**config.mk**
```make
export PLATFORM = sky130hd
export DESIGN_NAME = aes_round_sequencer
export DESIGN_NICKNAME = d
export VERILOG_FILES = /design/src/rtl/aes_pkg.sv /design/src/rtl/aes_round_key_bank.sv /design/src/rtl/aes_round_sequencer.sv
export SDC_FILE = /design/constraint.sdc
export NUM_CORES = 2
export LEC_CHECK = 0
export BUFFER_PORTS_ARGS = -buffer_cell sky130_fd_sc_hd__buf_4
export CORE_MARGIN = 3
export CORE_UTILIZATION = 55
export CTS_CLUSTER_SIZE = 8
export DETAILED_ROUTE_END_ITERATION = 7
export GPL_ROUTABILITY_DRIVEN = 0
export PLACE_DENSITY = 0.74
export SLEW_MARGIN = 20
export SYNTH_ARGS = -nofsm -noshare
export SYNTH_HDL_FRONTEND = slang
export SYNTH_SLANG_ARGS = --single-unit
```
**constraint.sdc**
```tcl
create_clock -name clk -period 4.12 [get_ports clk]
set_input_delay 0.206 -clock clk [delete_from_list [all_inputs] [get_ports clk]]
set_output_delay 0.206 -clock clk [all_outputs]
set_load 0.02 [all_outputs]
```
**src/rtl/aes_pkg.sv**
```systemverilog
// ---------------------------------------------------------------------------
// aes_pkg
// Shared definitions for the iterative AES-128 round sequencer:
//   - round count and block width
//   - width of the round counter / round-key index
//   - controller state encoding
//   - 128-bit block type
// ---------------------------------------------------------------------------
package aes_pkg;

  localparam int AES_NR    = 10;   // AES-128 round count
  localparam int AES_W     = 128;  // state / key width
  localparam int AES_IDX_W = 4;    // round counter and key index width

  typedef logic [AES_W-1:0] aes_block_t;

  typedef enum logic [1:0] {
    S_IDLE  = 2'd0,
    S_ROUND = 2'd1,
    S_DONE  = 2'd2
  } aes_state_e;

endpackage : aes_pkg

```
**src/rtl/aes_round_key_bank.sv**
```systemverilog
// ---------------------------------------------------------------------------
// aes_round_key_bank
// Register bank holding the NR+1 round keys of one AES-128 key schedule.
// One synchronous write port, two asynchronous read ports: a fixed port for
// the whitening key rk[0] and an indexed port for the current round key.
// Ports:
//   clk, rst_n   clock, asynchronous active-low reset (clears every key)
//   we           write strobe (already qualified by the sequencer)
//   widx         write index 0..NR
//   wdata        key value to store
//   ridx         read index for rk_sel
//   rk0          always rk[0]
//   rk_sel       rk[ridx]; zero for an index beyond NR
// ---------------------------------------------------------------------------
module aes_round_key_bank
  import aes_pkg::*;
#(
  parameter int NR = AES_NR,
  parameter int W  = AES_W
) (
  input  logic                 clk,
  input  logic                 rst_n,
  input  logic                 we,
  input  logic [AES_IDX_W-1:0] widx,
  input  logic [W-1:0]         wdata,
  input  logic [AES_IDX_W-1:0] ridx,
  output logic [W-1:0]         rk0,
  output logic [W-1:0]         rk_sel
);

  logic [W-1:0] key_arr [NR+1];

  // One register per key so each entry has a single driver.
  generate
    for (genvar gi = 0; gi <= NR; gi++) begin : gen_key
      logic [W-1:0] key_q;

      always_ff @(posedge clk or negedge rst_n) begin
        if (!rst_n) begin
          key_q <= '0;
        end else if (we && (widx == AES_IDX_W'(gi))) begin
          key_q <= wdata;
        end
      end

      assign key_arr[gi] = key_q;
    end
  endgenerate

  assign rk0 = key_arr[0];

  always_comb begin
    rk_sel = '0;
    for (int i = 0; i <= NR; i++) begin
      if (ridx == AES_IDX_W'(i)) begin
        rk_sel = key_arr[i];
      end
    end
  end

endmodule : aes_round_key_bank

```
**src/rtl/aes_round_sequencer.sv**
```systemverilog
// ---------------------------------------------------------------------------
// aes_round_sequencer
// Iterative AES-128 encryption controller. Accepts one plaintext block,
// whitens it with rk[0], then drives NR rounds through an external round
// datapath over rnd_req/rnd_ack, XORing the returned state with rk[round]
// after each round. The finished ciphertext is held on out_data until the
// consumer takes it. Only one block is in flight at a time.
// Ports:
//   clk, rst_n                 clock, asynchronous active-low reset
//   key_we/key_idx/key_wdata   round-key write (IDLE only, idx 0..NR)
//   key_err                    one-cycle pulse after a rejected key write
//   in_valid/in_ready/in_data  plaintext input handshake
//   out_valid/out_ready/out_data ciphertext output handshake
//   rnd_req/rnd_state/rnd_last round request to datapath (last: no MixColumns)
//   rnd_ack/rnd_result         datapath response, result before key XOR
//   busy                       high while a block is in flight (ROUND/DONE)
// ---------------------------------------------------------------------------
module aes_round_sequencer
  import aes_pkg::*;
#(
  parameter int NR     = AES_NR,
  parameter int DATA_W = AES_W
) (
  input  logic                 clk,
  input  logic                 rst_n,
  input  logic                 key_we,
  input  logic [AES_IDX_W-1:0] key_idx,
  input  logic [DATA_W-1:0]    key_wdata,
  output logic                 key_err,
  input  logic                 in_valid,
  output logic                 in_ready,
  input  logic [DATA_W-1:0]    in_data,
  output logic                 out_valid,
  input  logic                 out_ready,
  output logic [DATA_W-1:0]    out_data,
  output logic                 rnd_req,
  output logic [DATA_W-1:0]    rnd_state,
  output logic                 rnd_last,
  input  logic                 rnd_ack,
  input  logic [DATA_W-1:0]    rnd_result,
  output logic                 busy
);

  localparam logic [AES_IDX_W-1:0] LAST_RND = AES_IDX_W'(NR);

  aes_state_e           state_q;
  logic [AES_IDX_W-1:0] round_q, round_d;
  logic [DATA_W-1:0]    blk_q, blk_d;
  logic                 key_err_q;
  logic                 in_ready_q;
  logic                 out_valid_q;
  logic                 rnd_req_q;
  logic                 busy_q;

  logic [DATA_W-1:0]    rk0;
  logic [DATA_W-1:0]    rk_sel;

  logic accept;
  logic rnd_fire;
  logic out_fire;
  logic final_rnd;
  logic key_ok;

  // in_ready_q is a pure function of state, so accept never feeds back into
  // in_ready combinationally.
  assign accept    = in_valid & in_ready_q;
  assign rnd_fire  = rnd_req_q & rnd_ack;   // ack without a request is ignored
  assign out_fire  = out_valid_q & out_ready;
  assign final_rnd = (round_q == LAST_RND);

  // Key writes only land while idle. A write coinciding with an accept is
  // still taken; the accept already sampled the old rk[0] this cycle.
  assign key_ok = key_we & (state_q == S_IDLE) & (key_idx <= LAST_RND);

  aes_round_key_bank #(
    .NR (NR),
    .W  (DATA_W)
  ) u_key_bank (
    .clk    (clk),
    .rst_n  (rst_n),
    .we     (key_ok),
    .widx   (key_idx),
    .wdata  (key_wdata),
    .ridx   (round_q),
    .rk0    (rk0),
    .rk_sel (rk_sel)
  );

  // State register / round counter next values, including the key XORs.
  always_comb begin
    blk_d   = blk_q;
    round_d = round_q;
    unique case (state_q)
      S_IDLE: begin
        if (accept) begin
          blk_d   = in_data ^ rk0;
          round_d = AES_IDX_W'(1);
        end
      end
      S_ROUND: begin
        if (rnd_fire) begin
          blk_d = rnd_result ^ rk_sel;
          // Counter saturates at NR; it is cleared on the output handshake.
          if (!final_rnd) begin
            round_d = round_q + AES_IDX_W'(1);
          end
        end
      end
      S_DONE: begin
        if (out_fire) begin
          round_d = '0;
        end
      end
      default: begin
        round_d = '0;
      end
    endcase
  end

  always_ff @(posedge clk or negedge rst_n) begin
    if (!rst_n) begin
      state_q     <= S_IDLE;
      round_q     <= '0;
      blk_q       <= '0;
      key_err_q   <= 1'b0;
      in_ready_q  <= 1'b1;
      out_valid_q <= 1'b0;
      rnd_req_q   <= 1'b0;
      busy_q      <= 1'b0;
    end else begin
      blk_q     <= blk_d;
      round_q   <= round_d;
      key_err_q <= key_we & ~key_ok;
      unique case (state_q)
        S_IDLE: begin
          if (accept) begin
            state_q    <= S_ROUND;
            in_ready_q <= 1'b0;
            rnd_req_q  <= 1'b1;
            busy_q     <= 1'b1;
          end
        end
        S_ROUND: begin
          if (rnd_fire && final_rnd) begin
            state_q     <= S_DONE;
            rnd_req_q   <= 1'b0;
            out_valid_q <= 1'b1;
          end
        end
        S_DONE: begin
          if (out_fire) begin
            state_q     <= S_IDLE;
            out_valid_q <= 1'b0;
            in_ready_q  <= 1'b1;
            busy_q      <= 1'b0;
          end
        end
        default: begin
          state_q     <= S_IDLE;
          in_ready_q  <= 1'b1;
          out_valid_q <= 1'b0;
          rnd_req_q   <= 1'b0;
          busy_q      <= 1'b0;
        end
      endcase
    end
  end

  assign key_err   = key_err_q;
  assign in_ready  = in_ready_q;
  assign out_valid = out_valid_q;
  assign out_data  = blk_q;
  assign rnd_req   = rnd_req_q;
  assign rnd_state = blk_q;
  assign rnd_last  = rnd_req_q & final_rnd;
  assign busy      = busy_q;

endmodule : aes_round_sequencer

```
Word-level counts from Yosys, hierarchy flattened
Index checks and enable logic that the tools add are counted.
{"block": "word_totals", "ff_bits": 1547, "out_inout_bits": 262, "wordCells": 116}
{"block": "op_classes", "addsub": 1, "n_lt_le_gt_ge": 1, "n_eq_ne": 27, "n_mux": 33, "bitwise_logic": 13, "n_reduce_logical": 22}
{"operator": "$mux W128", "count": 13}
{"operator": "$pmux W128 S2", "count": 1}
{"operator": "$xor A128 B128 Y128", "count": 2}
{"operator": "$eq A4 B3 Y1 const B", "count": 8}
{"operator": "$eq A4 B4 Y1 const B", "count": 6}
{"operator": "$eq A4 B2 Y1 const B", "count": 4}
{"operator": "$mux W4", "count": 4}
{"operator": "$reduce_and A3 Y1", "count": 5}
{"operator": "$logic_and A1 B1 Y1", "count": 12}
{"operator": "$pmux W1 S3", "count": 4}
{"operator": "$pmux W4 S3", "count": 1}
{"operator": "$ne A2 B2 Y1 const B", "count": 5}
{"operator": "$eq A4 B1 Y1 const B", "count": 2}
{"operator": "$logic_not A4 Y1", "count": 2}
{"operator": "$and A1 B1 Y1", "count": 7}
{"operator": "$mux W1", "count": 6}
{"operator": "$mux W2", "count": 3}
{"operator": "$pmux W2 S3", "count": 1}
{"operator": "$add A4 B1 Y4 const B", "count": 1}
{"operator": "$le A4 B4 Y1 const B", "count": 1}
{"operator": "$not A1 Y1", "count": 4}
{"operator": "$reduce_and A4 Y1", "count": 1}
{"operator": "$eq A2 B1 Y1 const B", "count": 1}
{"operator": "$eq A2 B2 Y1 const B", "count": 1}
{"operator": "other kinds (2)", "count": 2}

Longest topological paths before layout
{"block": "depth", "ltp_word": 15, "mapped_depth": 12}

Hierarchy
A second synthesis with hierarchy kept.
{"block": "unflattened", "hier_cells": 6047, "hier_area_um2": 75527.4}
{"module": "aes_round_key_bank", "instances": 1, "cells_each": 5181, "area_each_um2": 65497.8, "seq_area_each_um2": 35233.8}
{"module": "aes_round_sequencer", "instances": 1, "cells_each": 866, "area_each_um2": 10029.6, "seq_area_each_um2": 3479.6}

Least setup slack after synthesis
OpenSTA, ideal clock, no wires.
{"block": "synth_timing", "kind": "register to register", "start": "register round_q[0]", "end": "register blk_q[48] (netlist: out_data[48])", "setup_ns": 0.133, "t_arrival_ns": 2.133, "setup_slack_ns": 1.853, "path_stages_with_launch": 12, "n_path_buf": 4, "synth_period_minus_slack_ns": 2.267, "cell_sequence": "dfrtp_1 inv_1 ha_1 buf_2 buf_4 buf_2 buf_1 a21oi_1 a221oi_1 o221ai_1 xnor2_1 o21ai_0"}
{"block": "synth_via", "elab_chain_len": 15}
{"item": "start: declaration", "line": "aes_round_sequencer.sv:47", "rtl": "logic [AES_IDX_W-1:0] round_q, round_d;"}
{"item": "start signal: assignment", "line": "aes_round_sequencer.sv:132", "rtl": "round_q <= round_d;"}
{"item": "$logic_not A4 Y1", "line": "aes_round_key_bank.sv:55", "rtl": "if (ridx == AES_IDX_W'(i)) begin"}
{"item": "$mux W128 (10 in series)", "line": "aes_round_key_bank.sv:55"}
{"item": "$mux W128 *", "line": "aes_round_key_bank.sv:55"}
{"item": "$xor A128 B128 Y128 *", "line": "aes_round_sequencer.sv:102", "rtl": "blk_d = rnd_result ^ rk_sel;"}
{"item": "$mux W128 *", "line": "aes_round_sequencer.sv:101", "rtl": "if (rnd_fire) begin"}
{"item": "$pmux W128 S2 *", "line": "aes_round_sequencer.sv:93", "rtl": "unique case (state_q)"}
{"item": "end signal: assignment", "line": "aes_round_sequencer.sv:131", "rtl": "blk_q <= blk_d;"}
{"item": "end: declaration", "line": "aes_round_sequencer.sv:48", "rtl": "logic [DATA_W-1:0] blk_q, blk_d;"}
Mark *: on every way between the ends. The rest lies on a longest branch, timed or not. The select of a mux whose other input is x is not followed.
A chain may end at the register's enable or synchronous reset.

Worst setup path after layout
{"block": "layout_timing", "start": "register round_q[0]", "end": "register blk_q[63] (netlist: out_data[63])"}
Same word-level chain as after synthesis.

==> results.toml <==
[finish]
postLayoutCellArea_um2 = 90200
fin_util_pct = 67.1
drive_gt1_share_pct = 34.3
nets = 7577
nFillCells = 9754
syn_to_final_growth_pct = 20.1

[global_route]
grt.overflow.total = 0
grt_pass1_wl_um = 361000
antenna_found_initial = 16
grt_pass1_vias = 59555
grt_max_degree = 145
grt_util_all_layers_pct = 33.1

[critical_path]
cp.buffers_inverters = 4
cp-end-kind = "flop"
crit_type = "flop to flop"
crit_required_ns = 4.84
worstPathArrival_ns = 4.70
startpoint_type = "flop"
worstPathMaxFanout = 71
cp_cell_sequence = "inv_1, ha_4, buf_4, nand3b_1, buf_12, o2111ai_1, o211ai_1, xnor2_1, o21ai_0, dlygate4sd3_1"
cpPeakStageDelay_ns = 0.58
path_delay_family = "buffers and inverters"
slowest_stage = "dlygate4sd3_1"

[timing]
setup_ws_ns = 0.144
hold_slack_ns = 0.0236
hold_violations = 0
slew_violations = 0
period_minus_slack_ns = 3.98
fmax_ghz = 0.251
fin_skew_ns = 0.0441
report.final.setup_viol = 0
min_period_over_period_pct = 96.5
setup-tns-final_ns = 0
rsz0062_at_grt = "false"
relSlewSlack_pct = 23.5
tightest_slew_ns = 1.15

[placed_design]
dp_slack_ns = 0.748
postPlaceCellArea_um2 = 80500
dp_hpwl_um = 136000
port_buffers = 655

[logic_synthesis]
async_reset_ff_share_pct = 100
ys_ff_latch = 1547
synth_common_cells = "dfrtp_1, mux2_2, nand2_1"
synth_enable_flop_cells = 0
yosys_warnings = 0
ys_types = 64
syn_inst = 6561
synth_ff_type = "dfrtp_1"
avgSynthCellArea_um2 = 11.4
ys_top_cells_by_area = "dfrtp_1, mux2_2, nand2_1, xnor2_1, a21oi_1"
synth_top_cell_by_area = "dfrtp_1"
synthesis.nets = 6959
yosysMostFrequentCell = "dfrtp_1"
syn_area_um2 = 75100
yosys.area.top_type_share_pct = 51.5
ys_seq_area_share_pct = 51.6

[drt]
via_count = 57799
drc_errors = 0
avgViaCountPerCell = 6.43
routed_wl_um = 237000
drtPass1Iterations = 6
wire_per_inst_um = 26.4
drtIter0Drc = 5923
postRouteAntennaNets = 0

[floorplan]
die_x_um = 375
start_util_pct = 55.8
core_region_area_um2 = 134000
die_area_um2 = 141000
row_count = 134
dieHeight_um = 375
io_pins = 656

[power_and_ir_drop]
pwr-share-seq_pct = 35.6
switching_share_pct = 38.2
leakage_nw = 41.1
switchingPower_mw = 24.5
peakVddDrop_mv = 0.890
powerDensity_nw_per_um2 = 709
p_comb_share_pct = 39.8
pwr-share-clk_pct = 24.6
internal_power_mw = 39.5

[outcome]
status = "finished, final reports clean"

[clock_tree]
clk-insertion-delay-late_ns = 0.85
cts_tree = "done"
htreeDepth = 4
cts_buffers = 212
cts_root_buf = "clkbuf_16"
cts.reportedPaths.clkPinSlew_ns = 0.05
clock_path_buffers = 3
clock-sinks = 1547

[min_path]
hp-class = "input port to asynchronous set/reset pin"

[flow_run]
maxCapViolCount = 0
-- power groups by stage --
stage	Sequential [mW]	Combinational (mW)	Clock, mW
2_1_floorplan	22.5	15.1	0
3_3_place_gp	22.6	22.6	0
3_5_place_dp	22.8	23.1	0
4_1_cts	22.6	25.0	15.9
5_1_grt	23.2	27.2	16.5
6_report	22.8	25.5	15.7
-- path summary, 6_finish.rpt --
path | startpoint | to | slack, ns | depth (start not counted)
worst max-delay path | round_q[0] | out_data[63] | 0.14 | 10
worst min-delay path | rst_n | out_data[8] | 0.02 | 2
worst max register to register | round_q[0] | out_data[63] | 0.14 | 10
worst min register to register | u_key_bank.gen_key[2].key_q[75] | u_key_bank.gen_key[2].key_q[75] | 0.47 | 1
max in group asynchronous | rst_n | u_key_bank.rk0[49] | 2.73 | 3
min in group clk | key_idx[1] | u_key_bank.gen_key[1].key_q[13] | 0.05 | 4
-- area by class of cell --
type | instances | area (um^2) | area share, %
sequential | 1547 | 38700 | 42.9
multi-input combinational | 4197 | 32700 | 36.2
inverter | 21 | 83.8 | 0.0930
clock buffer | 224 | 5370 | 5.96
tap | 1768 | 2210 | 2.45
timing repair buffer | 1200 | 10700 | 11.9
clock inverter | 17 | 355 | 0.394
antenna | 14 | 35.0 | 0.0389
-- through the flow --
step / total power, mW / std cells
after floorplan: 37.6 / 6561
after global placement: 45.2 / 8341
after detailed placement: 45.9 / 8341
after CTS: 63.5 / 8973
after global routing: 66.9 / 8981
final: 64.0 / 8988
-- cell usage in the layout (no fill, tap or decap), drive strengths merged, types with 6 or more instances in the layout --
master and count:
o2bb2ai 13, a32oi 107, nand2 713, nand2b 127, a21oi 344, a221oi 126, nand3b 20, nand3 112
o211ai 220, nor3b 11, inv 26, xnor2 256, clkinv 10, clkbuf 224, mux2 1395, dfrtp 1546
diode 14, nor2 25, a311oi 14, a32o 6, dlygate4sd3 391, o22ai 110, o21ai 276, nor3 121
a22oi 8, a211oi 16, o221ai 14, nor2b 16, buf 809, o2111ai 108
-- state kept, by name, summed over array words and instances, names as in the netlist, 2 cells and up --
register                  count
state_q                       2
out_data                    128
round_q                       4
u_key_bank.rk0              128
u_key_bank.gen_key.key_q   1280
-- cells by family (layout without fill, tap and decap cells) --
family / count (synthesis) / in the layout / share of synthesized area [%]
AND/OR/NAND/NOR: 1157 / 1157 / 6.92
XOR/XNOR: 257 / 257 / 3.00
multiplexers: 1395 / 1395 / 20.9
AO/OA/AOI/OAI: 1384 / 1384 / 12.3
flip-flops: 1547 / 1547 / 51.6
adder cells (fa/ha/maj): 4 / 4 / 0.0667
buffers and inverters: 817 / 1462 / 5.22
other: 0 / 14 / 0
-- repair_timing --
| item | CTS | global route |
|---|---|---|
| setup endpoints to repair | 0 | 5 |
| buffers inserted | 0 | 1 |
| hold buffers | 391 | 0 |
| endpoints found under the hold margin | 1888 | 0 |
| resized for setup | 0 | 1 |
-- routing by layer --
metal  part of all wire [%]  vias to the layer above  wire length (um)  track usage, %
li1                       -                    24694                 -               -
met1                     40                    29672             95300            43.5
met3                    8.5                      579             20100            7.32
met2                     48                     2846            113000            53.2
met5                  0.019                        -                44               0
met4                    3.8                        8              9040            14.0
(Power assumes the default switching activity.)
